[config.mk]
export PLATFORM = sky130hd
export DESIGN_NAME = level_sequencer
export DESIGN_NICKNAME = d
export VERILOG_FILES = /design/src/rtl/game_pkg.sv /design/src/rtl/button_edge_detector.sv /design/src/rtl/level_sequencer.sv
export SDC_FILE = /design/constraint.sdc
export NUM_CORES = 1
export LEC_CHECK = 0
export ABC_AREA = 1
export CAP_MARGIN = 20
export CORE_MARGIN = 5
export CORE_UTILIZATION = 30
export DETAILED_ROUTE_END_ITERATION = 10
export PLACE_DENSITY = 0.45
export SLEW_MARGIN = 15
export SYNTH_ARGS = -nofsm -noshare
export SYNTH_HDL_FRONTEND = slang
export SYNTH_HIERARCHICAL = 1
export SYNTH_SLANG_ARGS = --single-unit
[constraint.sdc]
create_clock -name vga_clock -period 2.4 [get_ports vga_clock]
set_clock_uncertainty 0.05 [all_clocks]
set_input_delay 0.48 -clock vga_clock [delete_from_list [all_inputs] [get_ports vga_clock]]
set_output_delay 0.48 -clock vga_clock [all_outputs]
set_load 0.02 [all_outputs]
[src/rtl/game_pkg.sv]
// Shared game-flow types and constants for the level sequencer.
package game_pkg;

  // Encoded game-flow state; also exported for the banner display.
  typedef enum logic [2:0] {
    IDLE      = 3'd0,
    LOAD      = 3'd1,
    PLAY      = 3'd2,
    WIN_HOLD  = 3'd3,
    LOSE_HOLD = 3'd4,
    GAME_OVER = 3'd5,
    VICTORY   = 3'd6
  } game_state_t;

  // Two-second banner hold at the 25 MHz pixel clock.
  localparam int PAUSE_2S_25MHZ = 50_000_000;

  function automatic int imax(input int a, input int b);
    return (a > b) ? a : b;
  endfunction

endpackage

[src/rtl/button_edge_detector.sv]
// Two-flop synchroniser plus registered rising-edge pulse for a push button.
// The pulse appears 3 clocks after the raw input rises and is one clock wide.
module button_edge_detector (
  input  logic vga_clock,
  input  logic reset,
  input  logic button,
  output logic rise
);

  logic sync1, sync2, sync3;

  // Synchronise, keep one delayed copy, and register the 0->1 transition.
  always_ff @(posedge vga_clock or negedge reset) begin
    if (!reset) begin
      sync1 <= 1'b0;
      sync2 <= 1'b0;
      sync3 <= 1'b0;
      rise  <= 1'b0;
    end else begin
      sync1 <= button;
      sync2 <= sync1;
      sync3 <= sync2;
      rise  <= sync2 & ~sync3;
    end
  end

endmodule

[src/rtl/level_sequencer.sv]
// Game-flow controller: picks the active level, releases only its reset,
// and turns win/lose flags into lives accounting, banner holds and advance.
// Optional feature: define LEVEL_SEQUENCER_SKIP_EN to add skip_button, whose
// edge in PLAY acts as a win of the active level.
module level_sequencer
  import game_pkg::*;
#(
  parameter int NUM_LEVELS   = 3,
  parameter int LIVES        = 3,
  parameter int LIVES_W      = 2,
  parameter int LOAD_CYCLES  = 2,
  parameter int PAUSE_CYCLES = PAUSE_2S_25MHZ,
  localparam int SEL_W       = (NUM_LEVELS > 1) ? $clog2(NUM_LEVELS) : 1,
  localparam int TIMER_W     = imax(1, $clog2(imax(PAUSE_CYCLES, LOAD_CYCLES)))
) (
  input  logic                  vga_clock,
  input  logic                  reset,
  input  logic                  start_button,
`ifdef LEVEL_SEQUENCER_SKIP_EN
  input  logic                  skip_button,
`endif
  input  logic [NUM_LEVELS-1:0] level_win,
  input  logic [NUM_LEVELS-1:0] level_lose,
  output logic [NUM_LEVELS-1:0] level_reset_n,
  output logic [SEL_W-1:0]      level_sel,
  output logic                  play_enable,
  output logic [LIVES_W-1:0]    lives,
  output logic [2:0]            game_state
);

  localparam logic [TIMER_W-1:0] LOAD_LAST  = TIMER_W'(LOAD_CYCLES - 1);
  localparam logic [TIMER_W-1:0] PAUSE_LAST = TIMER_W'(PAUSE_CYCLES - 1);
  localparam logic [SEL_W-1:0]   SEL_LAST   = SEL_W'(NUM_LEVELS - 1);
  localparam logic [LIVES_W-1:0] LIVES_INIT = LIVES_W'(LIVES);

  game_state_t          state, state_nxt;
  logic [SEL_W-1:0]     sel_nxt;
  logic [LIVES_W-1:0]   lives_nxt;
  logic [TIMER_W-1:0]   timer, timer_nxt;
  logic                 start_rise;
  logic                 win_play, lose_play;
  logic [NUM_LEVELS-1:0] rst_vec_nxt;
  logic                 live_nxt;

  button_edge_detector u_start (
    .vga_clock (vga_clock),
    .reset     (reset),
    .button    (start_button),
    .rise      (start_rise)
  );

  // Only the active level's flags matter; every other bit is ignored.
`ifdef LEVEL_SEQUENCER_SKIP_EN
  logic skip_rise;

  button_edge_detector u_skip (
    .vga_clock (vga_clock),
    .reset     (reset),
    .button    (skip_button),
    .rise      (skip_rise)
  );

  assign win_play = level_win[level_sel] | skip_rise;
`else
  assign win_play = level_win[level_sel];
`endif
  assign lose_play = level_lose[level_sel];

  // Next-state, level/lives bookkeeping and the shared phase timer.
  always_comb begin
    state_nxt = state;
    sel_nxt   = level_sel;
    lives_nxt = lives;
    timer_nxt = timer + TIMER_W'(1);
    case (state)
      IDLE, GAME_OVER, VICTORY: begin
        timer_nxt = '0;
        if (start_rise) begin
          state_nxt = LOAD;
          sel_nxt   = '0;
          lives_nxt = LIVES_INIT;
        end
      end
      LOAD: begin
        if (timer == LOAD_LAST) state_nxt = PLAY;
      end
      PLAY: begin
        timer_nxt = '0;
        // Win takes priority over a simultaneous lose.
        if (win_play)       state_nxt = WIN_HOLD;
        else if (lose_play) state_nxt = LOSE_HOLD;
      end
      WIN_HOLD: begin
        if (timer == PAUSE_LAST) begin
          if (level_sel == SEL_LAST) begin
            state_nxt = VICTORY;
          end else begin
            state_nxt = LOAD;
            sel_nxt   = level_sel + SEL_W'(1);
          end
        end
      end
      LOSE_HOLD: begin
        if (timer == PAUSE_LAST) begin
          // Guard against zero as well so lives can never wrap.
          if (lives <= LIVES_W'(1)) begin
            state_nxt = GAME_OVER;
            lives_nxt = '0;
          end else begin
            state_nxt = LOAD;
            lives_nxt = lives - LIVES_W'(1);
          end
        end
      end
      default: begin
        state_nxt = IDLE;
        timer_nxt = '0;
      end
    endcase
    if (state_nxt != state) timer_nxt = '0;
  end

  // Decode the reset vector from the next state so it lines up with state.
  // The level stays live through the holds so its last frame stays on screen.
  assign live_nxt = (state_nxt == PLAY) || (state_nxt == WIN_HOLD) ||
                    (state_nxt == LOSE_HOLD);

  for (genvar i = 0; i < NUM_LEVELS; i++) begin : g_rst
    assign rst_vec_nxt[i] = live_nxt && (sel_nxt == SEL_W'(i));
  end

  // Game-flow registers and registered per-level resets.
  always_ff @(posedge vga_clock or negedge reset) begin
    if (!reset) begin
      state         <= IDLE;
      level_sel     <= '0;
      lives         <= LIVES_INIT;
      timer         <= '0;
      level_reset_n <= '0;
    end else begin
      state         <= state_nxt;
      level_sel     <= sel_nxt;
      lives         <= lives_nxt;
      timer         <= timer_nxt;
      level_reset_n <= rst_vec_nxt;
    end
  end

  assign play_enable = (state == PLAY);
  assign game_state  = state;

endmodule
==> flow_summary.json, run 1 <==
{
  "peakVddDrop_v": 0.0003415,
  "relSlewSlack_pct": 49.47,
  "seq_power_share_pct": 29.5,
  "hp-class": "input port to asynchronous set/reset pin",
  "max_clock_freq_mhz": 463.6,
  "powerDensity_mw_per_mm2": 867.8,
  "wl_per_cell_um": 13.31,
  "syn_area_per_cell_um2": 7.117,
  "synth-seq-area-share_pct": 37.60,
  "status": "finished clean",
  "crit_chain": "ha_1 > nand3_1 > nor3_1 > nand3_1 > nor3_1 > nand3_1 > nand2_1 > nand3_1 > nor2_4",
  "period_minus_slack_ns": 2.157,
  "drc": 0,
  "vias": 2389,
  "grt_overflow_total": 0,
  "cts_tree": "built",
  "switching_share_pct": 41.38,
  "ioPinCount": 20,
  "drt-total-wl_um": 6883,
  "r2r_setup_slack_ns": 0.24,
  "synthCells": 375,
  "synthTopCellsByArea": "dfrtp_1 36%, nand2_1 12%, nor2_1 7.6%",
  "slew_viol_final": 0,
  "first_global_vias": 2412,
  "synth_edf_count": 0,
  "ctsHoldBuffers": 0,
  "numClockSinks": 40,
  "endpoint_kind": "flip-flop",
  "path_class": "flip-flop to flip-flop",
  "hold_violations": 0,
  "grt_use_total_pct": 13.46,
  "vias_per_cell": 4.621,
  "place_congestion": 0.8335,
  "cp-start-kind": "flip-flop",
  "rsz0062_at_grt": "no",
  "worstPathArrival_ns": 2.33,
  "path_common_cell": "nand3_1",
  "synth_ff_type": "dfrtp_1",
  "synth_seq_cells": 40,
  "yosys_warnings": 6,
  "htreeDepth": 2,
  "worst_slew_pin_slew_ns": 0.7579,
  "p_int_uw": 1621,
  "synth_common_cells": "85 x nand2_1, 54 x nor2_1, 50 x inv_1, 38 x dfrtp_1, 29 x nand3_1",
  "first_pass_iters": 4,
  "drv_cap": 0,
  "async_reset_ff_share_pct": 100.0,
  "first_iter_violations": 83,
  "dieHeight_um": 104.3,
  "synth_fp_nets": 388,
  "switchingPower_uw": 1144,
  "grt_max_degree": 33,
  "nets": 421,
  "power_frac_comb_pct": 48.4,
  "setup_viol_count_final": 0,
  "clk_pin_slew_ns": 0.08,
  "clockBufferDepth": 2,
  "synth.most_common_cell": "nand2_1",
  "cp-startpoint": "timer[0]$_DFF_PN0_",
  "fin_setup_tns_ns": 0,
  "critical_path_required_ns": 2.57,
  "antenna_found_initial": 0,
  "reg2reg_depth": 9,
  "rows": 34,
  "die-area_mm2": 0.01088,
  "timing.rr.start": "timer[0]$_DFF_PN0_",
  "antenna_left": 0,
  "cpPeakStageDelay_ns": 0.42,
  "grt_pass1_wl_um": 11970,
  "coreArea_mm2": 0.008678,
  "period_share_pct": 89.89,
  "dp_hpwl_um": 5466,
  "clockRootBuffer": "clkbuf_8",
  "clkPwrFrac_pct": 22.1,
  "start_util_pct": 30.75,
  "port-buffer-count": 19,
  "insertion_delay_ns": 0.29,
  "synth_area_mm2": 0.002669,
  "slowest_stage": "dfrtp_1",
  "pre_cts_slack_ns": 0.1150,
  "r2r_end": "timer[20]$_DFF_PN0_",
  "final_layout_size_suffix_gt1_share_pct": 15.89,
  "synth_cell_types": 29,
  "diodes": 0,
  "numCtsBuffers": 5,
  "worst_slack_ns": 0.2427,
  "synth.largest_area_cell": "dfrtp_1",
  "synth_top_area_share_pct": 35.63,
  "area_growth_pct": 19.41,
  "p_leak_uw": 0.001420,
  "die_w_um": 104.3,
  "critPathMaxFanout": 4
}
cells in the final DEF (no fill, tap or decap):
cell type | synthesis | layout
nor3_1 | 14 | 14
o211ai_1 | 2 | 2
dlymetal6s2s_1 | 0 | 1
nand3_1 | 29 | 29
nor2_4 | 15 | 15
nand2_1 | 85 | 85
ha_1 | 4 | 4
clkdlybuf4s50_1 | 0 | 17
buf_12 | 1 | 2
bufinv_16 | 0 | 1
nor2_2 | 4 | 4
buf_2 | 0 | 1
clkbuf_8 | 0 | 7
nand2_4 | 1 | 1
nand4_1 | 11 | 11
nand3_4 | 1 | 1
o21ai_1 | 1 | 1
dfstp_2 | 2 | 2
nand3_2 | 2 | 2
o21ai_0 | 14 | 14
or2_2 | 5 | 5
nand2_2 | 9 | 9
a21oi_1 | 17 | 17
buf_4 | 2 | 9
and2_0 | 1 | 1
inv_2 | 5 | 5
dfrtp_1 | 38 | 38
nand3b_1 | 3 | 3
nor4_1 | 2 | 2
nor2_1 | 54 | 54
inv_1 | 50 | 50
a21boi_0 | 1 | 1
nor3_2 | 1 | 1
power by group through the flow:
stage	Clock (uW)	Combinational, uW	Sequential (uW)
after floorplan	0	860	855
after global placement	0	1370	829
after detailed placement	0	1370	831
after CTS	642	1370	817
after global routing	658	1490	828
final	611	1340	815
per-layer routing:
metal  up-vias  track usage [%]  wire, um
met1      1094            17.87      3382
met4         0            3.608        96
li1       1261                -         -
met2        28            22.22      3218
met5         -                0         0
met3         6            2.669       186
cell type report:
type                    instances  area, um^2
multi-input cells             276        1420
flip-flops and latches         40        1003
repair buffers                 30       295.3
clock inverters                 1       30.03
clock buffers                   7       96.34
well taps                     108       135.1
fillers                       949        5492
inverters                      55       206.4
through the flow:
stage               hold slack (ns)  total power [uW]  util [%]  cells  cell area, um^2
detailed placement           0.2878              2198     35.15    508             3050
finish                       0.2032              2765     36.72    517             3187
global route                 0.2728              2972     36.72    517             3187
floorplan                    0.1344              1715         -    375             2669
global placement             0.2893              2195     35.15    508             3050
CTS                          0.2183              2828     36.61    516             3177
state kept, by name, summed over array words and instances (netlist names):
register / cells
u_start/sync2: 1
lives: 2
level_sel: 2
timer: 26
level_reset_n: 3
u_start/sync1: 1
u_start/rise: 1
game_state: 3
u_start/sync3: 1
critical path: cells and delay by family (launching register included):
family / cells / cell delay, ns
DFF: 1 / 0.42
and+or+nand+nor: 8 / 1.44
adders and majority gates: 1 / 0.20
kinds of logic (layout without fill, tap and decap cells):
group | Yosys count | after routing | synth area share, %
buffers and inverters | 59 | 93 | 9.189
adder cells (fa/ha/maj) | 4 | 4 | 1.875
flip-flops | 40 | 40 | 37.60
AND/OR/NAND/NOR | 237 | 237 | 44.49
AO/OA/AOI/OAI | 35 | 35 | 6.845
worst max-delay path by stage:
stage          depth (start not counted)  slack (ns)             endpoint
2_1_floorplan                         12        0.13  timer[12]$_DFF_PN0_
6_report                               9        0.24  timer[20]$_DFF_PN0_
5_1_grt                                9        0.01  timer[20]$_DFF_PN0_
4_1_cts                                2        0.08          play_enable
3_3_place_gp                          13        0.12  timer[15]$_DFF_PN0_
3_5_place_dp                          14        0.11   timer[2]$_DFF_PN0_
timing repair:
item | 4_1_cts | 5_1_grt
setup endpoints to repair | 0 | 2
buffers inserted | 0 | 1
endpoints found under the hold margin | 0 | 0
gates resized for setup | 0 | 1
Power figures use the tool's default switching activity.
==> inputs of run 2 (changes only) <==
--- a/config.mk
+++ b/config.mk
@@ -7,7 +7,7 @@
 export LEC_CHECK = 0
 export ABC_AREA = 1
 export CAP_MARGIN = 20
-export CORE_MARGIN = 5
+export CORE_MARGIN = 8
 export CORE_UTILIZATION = 30
 export DETAILED_ROUTE_END_ITERATION = 10
 export PLACE_DENSITY = 0.45
==> flow_summary.json, run 2 (same netlist as run 1, synthesis figures left out) <==
{
  "status": "finished clean",
  "wl_per_cell_um": 13.38,
  "placed_cells": 508,
  "powerDensity_mw_per_mm2": 858.0,
  "top_register": "timer",
  "relSlewSlack_pct": 50.52,
  "critical_path_required_ns": 1.87,
  "grt_max_degree": 33,
  "reg2reg_depth": 9,
  "nets": 422,
  "grt_pass1_wl_um": 11930,
  "hold-worst-slack_ns": 0.1965,
  "dieHeight_um": 110.3,
  "max_clock_freq_mhz": 442.4,
  "worstPathArrival_ns": 1.73,
  "slew_viol_final": 0,
  "peakVddDrop_v": 0.0004237,
  "stdcell_area_mm2": 0.003173,
  "clk_pin_slew_ns": 0.08,
  "worst_slew_pin_slew_ns": 0.7422,
  "drc": 0,
  "place_congestion": 0.8670,
  "r2r_setup_slack_ns": 0.23,
  "period_share_pct": 94.18,
  "area_growth_pct": 18.89,
  "pre_cts_slack_ns": 0.1128,
  "drt-total-wl_um": 6932,
  "vias": 2436,
  "period_minus_slack_ns": 2.260,
  "worst_slack_ns": 0.1398,
  "first_iter_violations": 105,
  "cts_tree": "built",
  "antenna_found_initial": 0,
  "numCtsBuffers": 5,
  "path_class": "flip-flop to output port",
  "diodes": 0,
  "largest_register_ffs": 26,
  "endpoint_kind": "output port",
  "insertion_delay_ns": 0.29,
  "nFillCells": 951,
  "coreArea_mm2": 0.008678,
  "p_leak_uw": 0.001397,
  "htreeDepth": 2,
  "start_util_pct": 30.75,
  "drv_cap": 0,
  "die_w_um": 110.3,
  "hold_violations": 0,
  "r2r_end": "timer[24]$_DFF_PN0_",
  "numClockSinks": 40,
  "final_cell_mix": "85 x nand2_1, 54 x nor2_1, 50 x inv_1, 38 x dfrtp_1, 29 x nand3_1",
  "setup_viol_count_final": 0,
  "cp-start-kind": "flip-flop",
  "final_common_cell": "nand2_1",
  "fin_cells": 518,
  "critPathMaxFanout": 9,
  "grt_use_total_pct": 12.49,
  "die-area_mm2": 0.01217,
  "ioPinCount": 20,
  "timing.rr.start": "timer[0]$_DFF_PN0_",
  "hp-class": "input port to asynchronous set/reset pin",
  "port-buffer-count": 19,
  "totalPowerFinal_uw": 2723,
  "cts-resized-gates": 0,
  "clockBufferDepth": 2,
  "dp_hpwl_um": 5521,
  "rows": 34,
  "final_layout_size_suffix_gt1_share_pct": 15.85,
  "clockRootBuffer": "clkbuf_8",
  "place_area_mm2": 0.003050,
  "grt_overflow_total": 0,
  "vias_per_cell": 4.703,
  "first_global_vias": 2499,
  "first_pass_iters": 4,
  "antenna_left": 0
}
-- run 2: cell count changes in the layout (fill, tap and decap cells not counted) --
cell,change
clkbuf_8,-2
buf_4,+1
clkdlybuf4s50_1,+1
dlymetal6s2s_1,-1
clkbuf_1,+1
clkinv_2,+1
-- run 2: power breakdown --
| group | internal, uW | leakage (uW) | switching, uW |
|---|---|---|---|
| Sequential | 742 | 0.000539 | 75.6 |
| Clock | 309 | 0.0000552 | 243 |
| Combinational | 513 | 0.000803 | 841 |
| Total | 1560 | 0.00140 | 1160 |
-- run 2: repair_timing --
action,4_1_cts,5_1_grt
endpoints found under the setup margin,0,1
setup buffers,0,2
endpoints found under the hold margin,0,0
hold buffers,0,0
-- run 2: how the worst max path moves through the flow --
stage / slack [ns] / endpoint / from / depth (start not counted)
after CTS: 0.14 / play_enable / game_state[2]$_DFF_PN0_ / 2
after global routing: -0.02 / timer[22]$_DFF_PN0_ / timer[0]$_DFF_PN0_ / 11
after floorplan: 0.13 / timer[12]$_DFF_PN0_ / game_state[2]$_DFF_PN0_ / 12
after global placement: 0.13 / timer[7]$_DFF_PN0_ / level_win[0] / 14
after detailed placement: 0.11 / timer[22]$_DFF_PN0_ / level_win[1] / 14
final: 0.14 / play_enable / game_state[2]$_DFF_PN0_ / 2
-- run 2: layout make-up --
cell class	count	area (um^2)	area share, %
clock inverters	2	35.03	1.104
well taps	108	135.1	4.259
clock buffers	6	72.57	2.287
repair buffers	31	300.3	9.464
inverters	55	206.4	6.506
flip-flops and latches	40	1003	31.62
multi-input cells	276	1420	44.76
-- run 2: routing by layer --
metal	vias to the layer above	global-route usage, %	wire length (um)
li1	1267	-	-
met1	1116	15.61	3246
met2	42	21.23	3255
met3	11	2.209	300
met4	0	4.091	129
met5	-	0	0
-- run 2: per-stage QoR --
stage / TNS [ns] / util, %
after detailed placement: 0 / 35.15
after floorplan: 0 / -
after global placement: 0 / 35.15
after global routing: -0.02031 / 36.56
final: 0 / 36.56
after CTS: 0 / 36.39
-- run 2: worst max-delay path, stage by stage, from the launching register on --
cell	delay [ns]
dfrtp_1	0.50
nor3_1	0.28
clkdlybuf4s50_1	0.65
